**src/rtl/cnn_defines.sv**
```systemverilog
// rtl/cnn_defines.sv - shared CNN geometry constants and conv1 controller state encoding
package cnn_defines;

  localparam int DEF_IMG_IN_WIDTH  = 28;
  localparam int DEF_KERNEL_WIDTH  = 5;
  localparam int DEF_DRAIN_TIMEOUT = 16;

  // Pixels in one square input frame.
  function automatic int pix_count(input int img_w);
    return img_w * img_w;
  endfunction

  // Results of a valid (no padding, stride 1) convolution over one frame.
  function automatic int res_count(input int img_w, input int kern_w);
    return (img_w - kern_w + 1) * (img_w - kern_w + 1);
  endfunction

  localparam int DEF_PIX_CNT = DEF_IMG_IN_WIDTH * DEF_IMG_IN_WIDTH;
  localparam int DEF_RES_CNT = (DEF_IMG_IN_WIDTH - DEF_KERNEL_WIDTH + 1) *
                               (DEF_IMG_IN_WIDTH - DEF_KERNEL_WIDTH + 1);

  typedef enum logic [1:0] {
    ST_IDLE  = 2'd0,
    ST_FEED  = 2'd1,
    ST_DRAIN = 2'd2,
    ST_FIN   = 2'd3
  } conv1_state_t;

endpackage

```
**src/rtl/conv1_ctrl.sv**
```systemverilog
// rtl/conv1_ctrl.sv - frame sequencer feeding image RAM pixels into conv1 and counting its results
import cnn_defines::*;

module conv1_ctrl #(
  parameter int IMG_IN_WIDTH  = DEF_IMG_IN_WIDTH,
  parameter int KERNEL_WIDTH  = DEF_KERNEL_WIDTH,
  parameter int DRAIN_TIMEOUT = DEF_DRAIN_TIMEOUT
) (
  input  logic       clk,
  input  logic       rst_n,
  input  logic       start,
  input  logic       hold,
  output logic       img_rd_en,
  output logic [9:0] img_raddr,
  input  logic [7:0] img_rdata,
  output logic [7:0] cnn_data_in,
  output logic       cnn_data_in_valid,
  output logic       img_in_en,
  input  logic       cnn_data_out_valid,
  output logic       busy,
  output logic       done,
  output logic       err,
  output logic [9:0] res_cnt
);

  localparam logic [9:0] LAST_ADDR = 10'(pix_count(IMG_IN_WIDTH) - 1);
  localparam logic [9:0] RES_MAX   = 10'(res_count(IMG_IN_WIDTH, KERNEL_WIDTH));
  localparam int         DW        = $clog2(DRAIN_TIMEOUT + 1);
  localparam logic [DW-1:0] DRAIN_LAST = DW'(DRAIN_TIMEOUT - 1);

  conv1_state_t  state;
  logic [DW-1:0] drain_cnt;
  logic          frame_live;
  logic          res_inc;
  logic          res_hit;
  logic          drain_exp;

  // A read goes out every FEED cycle unless the consumer asks us to hold off.
  assign img_rd_en   = (state == ST_FEED) && !hold;
  // RAM data is already aligned with the delayed valid; zero it when idle so nothing leaks out.
  assign cnn_data_in = cnn_data_in_valid ? img_rdata : 8'd0;
  assign frame_live  = (state == ST_FEED) || (state == ST_DRAIN);
  // The last pixel lands one cycle after FEED ends, so keep the layer enabled for it.
  assign img_in_en   = frame_live || cnn_data_in_valid;

  assign res_inc   = frame_live && cnn_data_out_valid && (res_cnt != RES_MAX);
  // Completion counts the very cycle the final result arrives, not only the cycle after.
  assign res_hit   = (res_cnt == RES_MAX) || (res_inc && (res_cnt == RES_MAX - 10'd1));
  assign drain_exp = !cnn_data_out_valid && (drain_cnt == DRAIN_LAST);

  // Pixel valid trails the read enable by the RAM's one-cycle read latency.
  always_ff @(posedge clk or negedge rst_n) begin
    if (!rst_n) begin
      cnn_data_in_valid <= 1'b0;
    end else begin
      cnn_data_in_valid <= img_rd_en;
    end
  end

  // Frame sequencer: address generation, result counting, drain watchdog and status pulses.
  always_ff @(posedge clk or negedge rst_n) begin
    if (!rst_n) begin
      state     <= ST_IDLE;
      img_raddr <= 10'd0;
      res_cnt   <= 10'd0;
      drain_cnt <= '0;
      busy      <= 1'b0;
      done      <= 1'b0;
      err       <= 1'b0;
    end else begin
      done <= 1'b0;
      err  <= 1'b0;
      if (res_inc) begin
        res_cnt <= res_cnt + 10'd1;
      end
      case (state)
        ST_IDLE: begin
          if (start) begin
            state     <= ST_FEED;
            img_raddr <= 10'd0;
            res_cnt   <= 10'd0;
            drain_cnt <= '0;
            busy      <= 1'b1;
          end
        end
        ST_FEED: begin
          if (img_rd_en) begin
            if (img_raddr == LAST_ADDR) begin
              state <= ST_DRAIN;
            end else begin
              img_raddr <= img_raddr + 10'd1;
            end
          end
        end
        ST_DRAIN: begin
          if (res_hit) begin
            state <= ST_FIN;
            done  <= 1'b1;
          end else if (drain_exp) begin
            state <= ST_FIN;
            err   <= 1'b1;
          end else if (cnn_data_out_valid) begin
            drain_cnt <= '0;
          end else begin
            drain_cnt <= drain_cnt + DW'(1);
          end
        end
        ST_FIN: begin
          state <= ST_IDLE;
          busy  <= 1'b0;
        end
        default: begin
          state <= ST_IDLE;
          busy  <= 1'b0;
        end
      endcase
    end
  end

endmodule

```
**config.mk**
```make
export PLATFORM = sky130hd
export DESIGN_NAME = conv1_ctrl
export DESIGN_NICKNAME = d
export VERILOG_FILES = /design/src/rtl/cnn_defines.sv /design/src/rtl/conv1_ctrl.sv
export SDC_FILE = /design/constraint.sdc
export NUM_CORES = 1
export LEC_CHECK = 0
export CAP_MARGIN = 20
export CORE_ASPECT_RATIO = 1.1
export CORE_MARGIN = 2
export CORE_UTILIZATION = 31
export CTS_BUF_LIST = sky130_fd_sc_hd__clkbuf_2
export DETAILED_ROUTE_END_ITERATION = 12
export SETUP_SLACK_MARGIN = 0.05
export SKIP_LAST_GASP = 1
export SLEW_MARGIN = 40
export SYNTH_ARGS = -nofsm -noshare
export SYNTH_HDL_FRONTEND = slang
export SYNTH_SLANG_ARGS = --single-unit
```
**constraint.sdc**
```tcl
create_clock -name clk -period 2.59 [get_ports clk]
set_input_delay 0.518 -clock clk [delete_from_list [all_inputs] [get_ports clk]]
set_output_delay 0.518 -clock clk [all_outputs]
set_load 0.005 [all_outputs]
```
### Word level (Yosys, flattened, before mapping)

Cells that the tools add are included.

| cells by class | value |
|---|---|
| reduce and logical (&&, ||, !) cells | 18 |
| mux-type cells | 26 |
| eq/ne operators | 15 |
| add/subtract/negate cells | 3 |

Operators by type and width:

| cell | count |
|---|---|
| $mux 10 | 6 |
| $eq 10x10->1 const B | 3 |
| $add 10x1->10 const B | 2 |
| $mux 5 | 4 |
| $pmux 10 s2 | 1 |
| $reduce_and 4->1 | 3 |
| $mux 2 | 5 |
| $ne 10x10->1 const B | 1 |
| $ne 2x2->1 const B | 5 |
| $pmux 5 s2 | 1 |
| $mux 8 | 1 |
| $pmux 2 s4 | 1 |
| $mux 1 | 6 |
| $reduce_bool 2->1 | 3 |
| $add 5x1->5 const B | 1 |
| $eq 5x4->1 const B | 1 |
| $logic_and 1x1->1 | 5 |
| $eq 2x2->1 const B | 2 |
| $logic_or 1x1->1 | 3 |
| $ne 3x3->1 const B | 1 |
| $eq 2x1->1 const B | 1 |
| $logic_not 1->1 | 2 |
| $logic_not 2->1 | 1 |
| $ne 2x1->1 const B | 1 |
| 2 further kinds | 2 |

| word-level totals | value |
|---|---|
| bits in registers | 31 |
| input port bits | 13 |
| logic and storage cells | 70 |

### Logic depth before layout (Yosys ltp)

| logic depth | value |
|---|---|
| depth after elaboration | 8 |
| gate-level depth with buffers | 8 |

### Least setup slack after synthesis

Ideal clock, no wire load.

| timing | value |
|---|---|
| path type | register to register |
| start point | reg state[0] |
| end point | reg state[1] |
| path slack | 0.638 ns |
| clock period less this slack | 1.952 ns |
| library setup time | 0.128 ns |
| buffers on the path | 0 |
| stages on the path, launching flop included | 8 |
| data arrival time | 1.825 ns |
| cell sequence | dfrtp_1 > inv_1 > ha_1 > nand2_1 > nor4_2 > o21ai_2 > a31oi_1 > mux2_1 |

| on the way | value |
|---|---|
| word-level cells in the longest chain between the ends | 8 |
| elaborated cells on any way between the ends | 17 |

Ends and longest elaborated chain:

| what | RTL line | text |
|---|---|---|
| from (decl) | conv1_ctrl.sv:31 | `conv1_state_t state;` |
| from (signal assigned) | conv1_ctrl.sv:63 | `state <= ST_IDLE;` |
| from (signal assigned) | conv1_ctrl.sv:79 | `state <= ST_FEED;` |
| from (signal assigned) | conv1_ctrl.sv:89 | `state <= ST_DRAIN;` |
| $eq 2x1->1 / $eq 2x2->1 (equally long branches) | conv1_ctrl.sv:39, conv1_ctrl.sv:42, conv1_ctrl.sv:76 |  |
| $logic_or 1x1->1 | conv1_ctrl.sv:42 | `assign frame_live = (state == ST_FEED) \|\| (state == ST_DRAIN);` |
| $logic_and 1x1->1 (2 in series) | conv1_ctrl.sv:46 | `assign res_inc = frame_live && cnn_data_out_valid && (res_cnt != RES_MAX);` |
| $logic_and 1x1->1 | conv1_ctrl.sv:48 | `assign res_hit = (res_cnt == RES_MAX) \|\| (res_inc && (res_cnt == RES_MAX - 10'd1));` |
| $logic_or 1x1->1 | conv1_ctrl.sv:48 |  |
| $ne 3x3->1 (no source line) / $mux 2 (equally long branches) | n/a |  |
| $reduce_and 4->1 (no source line) / $pmux 2 s4 (equally long branches) | n/a |  |

Several ways; a longest one is shown, not always the timed one.
A chain may end at the register's enable or synchronous reset.

### Worst setup path after layout

| timing | value |
|---|---|
| start point | reg state[1] |
| end point | out img_in_en |

| on the way | value |
|---|---|
| word-level cells in the longest chain between the ends | 3 |
| elaborated cells on any way between the ends | 4 |

Ends and longest elaborated chain:

| what | RTL line | text |
|---|---|---|
| $eq 2x1->1 / $eq 2x2->1 (equally long branches) | conv1_ctrl.sv:42 |  |
| $logic_or 1x1->1 (*) | conv1_ctrl.sv:42 |  |
| $logic_or 1x1->1 (*) | conv1_ctrl.sv:44 | `assign img_in_en = frame_live \|\| cnn_data_in_valid;` |
| to (decl) | conv1_ctrl.sv:18 | `output logic img_in_en,` |

Every way passes the cells marked *; elsewhere a longest branch is shown, timed or not.

==> summary.txt <==
CTS
  – Clk slew on worst S/H paths: 0.16 ns
  – CTS Buf Count: 5
  – H-tree depth reported by CTS: 2
  – Clock sink total: 31
  – CTS tree: built
  – Clock root buffer master: clkbuf_2
  – Clock latency at the later pin of the worst-skew pair: 0.36 ns
  – Max clock buf depth: 2

Global routing
  – Gr usage total: 0.129
  – Antenna violations before repair: 0
  – First-pass GRT wire length: 6950 um
  – Pin count of the biggest net entering global routing: 32
  – Vias in the first global route: 1515
  – Grt total ovfl: 0

Worst setup path
  – Setup CP Type: register to primary output
  – Arrival @ worst endpoint: 1.96 ns
  – Worst Setup End Kind: primary output
  – Maximum fanout along the worst path: 4
  – Critical path required time: 2.07 ns
  – CP startpoint kind: register
  – Reg-to-reg slack, setup: 0.41 ns

Die
  – Die ar.: 6630 sq um
  – Die height: 85.2 um
  – Starting Density: 0.322
  – Die Wd: 77.8 um
  – Ports: 47
  – Core area: 5770 sq um
  – # rows: 29

Place
  – DP Area: 2430 sq um
  – PortBufs: 46
  – DP HPWL: 3050 um
  – Global placement routability congestion: 0.857

Logic synthesis
  – Warning count from the yosys run: 0
  – Synth Flop Type: dfrtp_1
  – XOR/XNOR share of the synthesized area: 0.0566
  – Multiplexer share of the synthesized area: 0.0168
  – Avg Inst Size Synth: 9.68 sq um
  – Synth Area in Simple Gates: 0.256
  – Gate Count Post-Synth: 192
  – Synthesized Nets: 214
  – Netlist Area Pre-Place: 1860 sq um
  – Area share of the largest cell type after synthesis: 0.418
  – Adder-cell share of the synthesized area: 0.0606
  – Post-synth EDFFs: 0
  – Main combinational cell family by area after synthesis: simple AND/OR/NAND/NOR gates
  – Async SR Flop Fraction: 1.00
  – Netlist cell types: 48
  – Compound-gate portion of the synthesized area: 0.163
  – Synth top area cells: dfrtp_1 (42%), ha_1 (6.1%), nor2_1 (4.6%)
  – Post-synthesis sequential area ratio: 0.418
  – Synthesized flop and latch total: 31
  – Cell taking the most area after synthesis: dfrtp_1

Final layout
  – Most frequent cells in the layout: clkdlybuf4s50_1 (46), dfrtp_1 (31), nor2_1 (23), nand2_1 (16)
  – Commonest non-fill, non-tap cell in the layout: clkdlybuf4s50_1
  – # fillers: 589
  – Design area: 2480 sq um
  – Share of cells above drive strength 1: 0.0968
  – P&R area growth vs syn: 33.4%
  – Final nets: 269
  – Ant diodes: 0

Drt
  – Vias per Instance: 4.91
  – Average wire per standard cell: 12.4 um
  – DRC: 0
  – Starting DRT DRC Count: 114
  – Final wirelength: 4030 um
  – 1st-pass router iterations: 4
  – ANT nets after route: 0
  – Via count: 1597

Power
  – Leakage: 1.06 nW
  – Pwr per Cell Area: 731 nW/um^2
  – Peak VDD IR: 0.298 mV

Outcome
  – Status: completed

STA
  – Maximum clock rate: 0.403 GHz
  – Rel. slew slack: 0.704
  – Final Skew: 0.0138 ns
  – Final setup viols: 0
  – Unrepaired setup endpoints after global routing: true
  – Worst Tran Pin Value: 0.442 ns
  – Max-slew violations: 0
  – Post-layout min period: 2.48 ns
  – Final period util: 0.958
  – Final Hold Vio Count: 0
  – Final Hold Slack: 0.518 ns

Flow run
  – Max_cap viols: 0

Worst hold path
  – Tightest Hold Check Type: register to register
==> routing by layer <==
layer  routed length (um)  share of wire  global-route usage  vias to the layer above
met4                   78          0.019              0.0455                        0
met3                  231          0.057              0.0330                        7
met5                    0              0                   0                        -
met2                 1890           0.47               0.209                       48
li1                     -              -                   -                      793
met1                 1830           0.45               0.168                      749
==> registers in the layout, indices dropped and copies added (netlist names) <==
signal	flops
busy	1
cnn_data_in_valid	1
done	1
drain_cnt	5
err	1
img_raddr	10
res_cnt	10
state	2
==> cell families after synthesis <==
family	count (synthesis)
flip-flops	31
buffers and inverters	14
AND/OR/NAND/NOR	83
AO/OA/AOI/OAI	40
multiplexers	3
adder cells (fa/ha/maj)	9
XOR/XNOR	12
==> worst max-delay path, cell delays in order, from the launching register on <==
cell	delay, ns
dfrtp_1	0.43
inv_1	0.08
ha_1	0.33
or2_2	0.30
clkdlybuf4s50_1	0.46
==> power breakdown <==
group	internal (mW)	total (mW)	leakage, nW	switching (mW)
Clock	0.0651	0.228	0.0281	0.163
Sequential	0.575	0.696	0.419	0.121
Combinational	0.447	0.887	0.608	0.441
==> repair_timing <==
action | CTS | global route
setup endpoints to repair | 1 | 2
hold buffers | 0 | 0
setup buffers | 0 | 1
gates resized for setup | 1 | 0
endpoints found under the hold margin | 0 | 0
==> through the flow <==
stage	total power [mW]	setup TNS [ns]	util	worst slack (ns)	cells
2_1_floorplan	1.21	0	-	0.638	192
3_3_place_gp	1.58	0	0.421	0.231	316
3_5_place_dp	1.59	0	0.421	0.147	316
4_1_cts	1.83	0	0.428	0.0546	324
5_1_grt	1.97	-0.0175	0.430	-0.0108	325
6_report	1.81	0	0.430	0.109	325
==> final timing paths <==
| path | startpoint | endpoint | depth (start not counted) |
|---|---|---|---|
| setup / recovery | state[1]$_DFFE_PN0P_ | img_in_en | 4 |
| setup reg to reg | state[1]$_DFFE_PN0P_ | state[1]$_DFFE_PN0P_ | 7 |
| min in group asynchronous | rst_n | state[1]$_DFFE_PN0P_ | 2 |
| max in group asynchronous | rst_n | res_cnt[6]$_DFF_PN0_ | 2 |
| hold / removal | drain_cnt[4]$_DFFE_PN0P_ | drain_cnt[4]$_DFFE_PN0P_ | 1 |
| hold reg to reg | drain_cnt[4]$_DFFE_PN0P_ | drain_cnt[4]$_DFFE_PN0P_ | 1 |
==> Yosys cell counts, drive strengths merged (3+ instances only) <==
cell type   n
nand3       6
xor2        9
and2       11
nand4       5
inv        11
a21oi      10
ha          9
nand2b      3
nor2b       4
nand2      16
nor2       24
a22o        4
and3        4
a31oi       4
dfrtp      31
xnor2       3
o21ai       8
==> layout make-up <==
cell class / instances / area [sq um] / area share
well taps: 77 / 96.3 / 0.0389
repair buffers: 51 / 498 / 0.201
clock inverters: 2 / 7.51 / 0.00303
clock buffers: 6 / 30.0 / 0.0121
multi-input cells: 147 / 1030 / 0.415
flip-flops and latches: 31 / 776 / 0.313
inverters: 11 / 41.3 / 0.0167
Power figures use the tool's default switching activity.
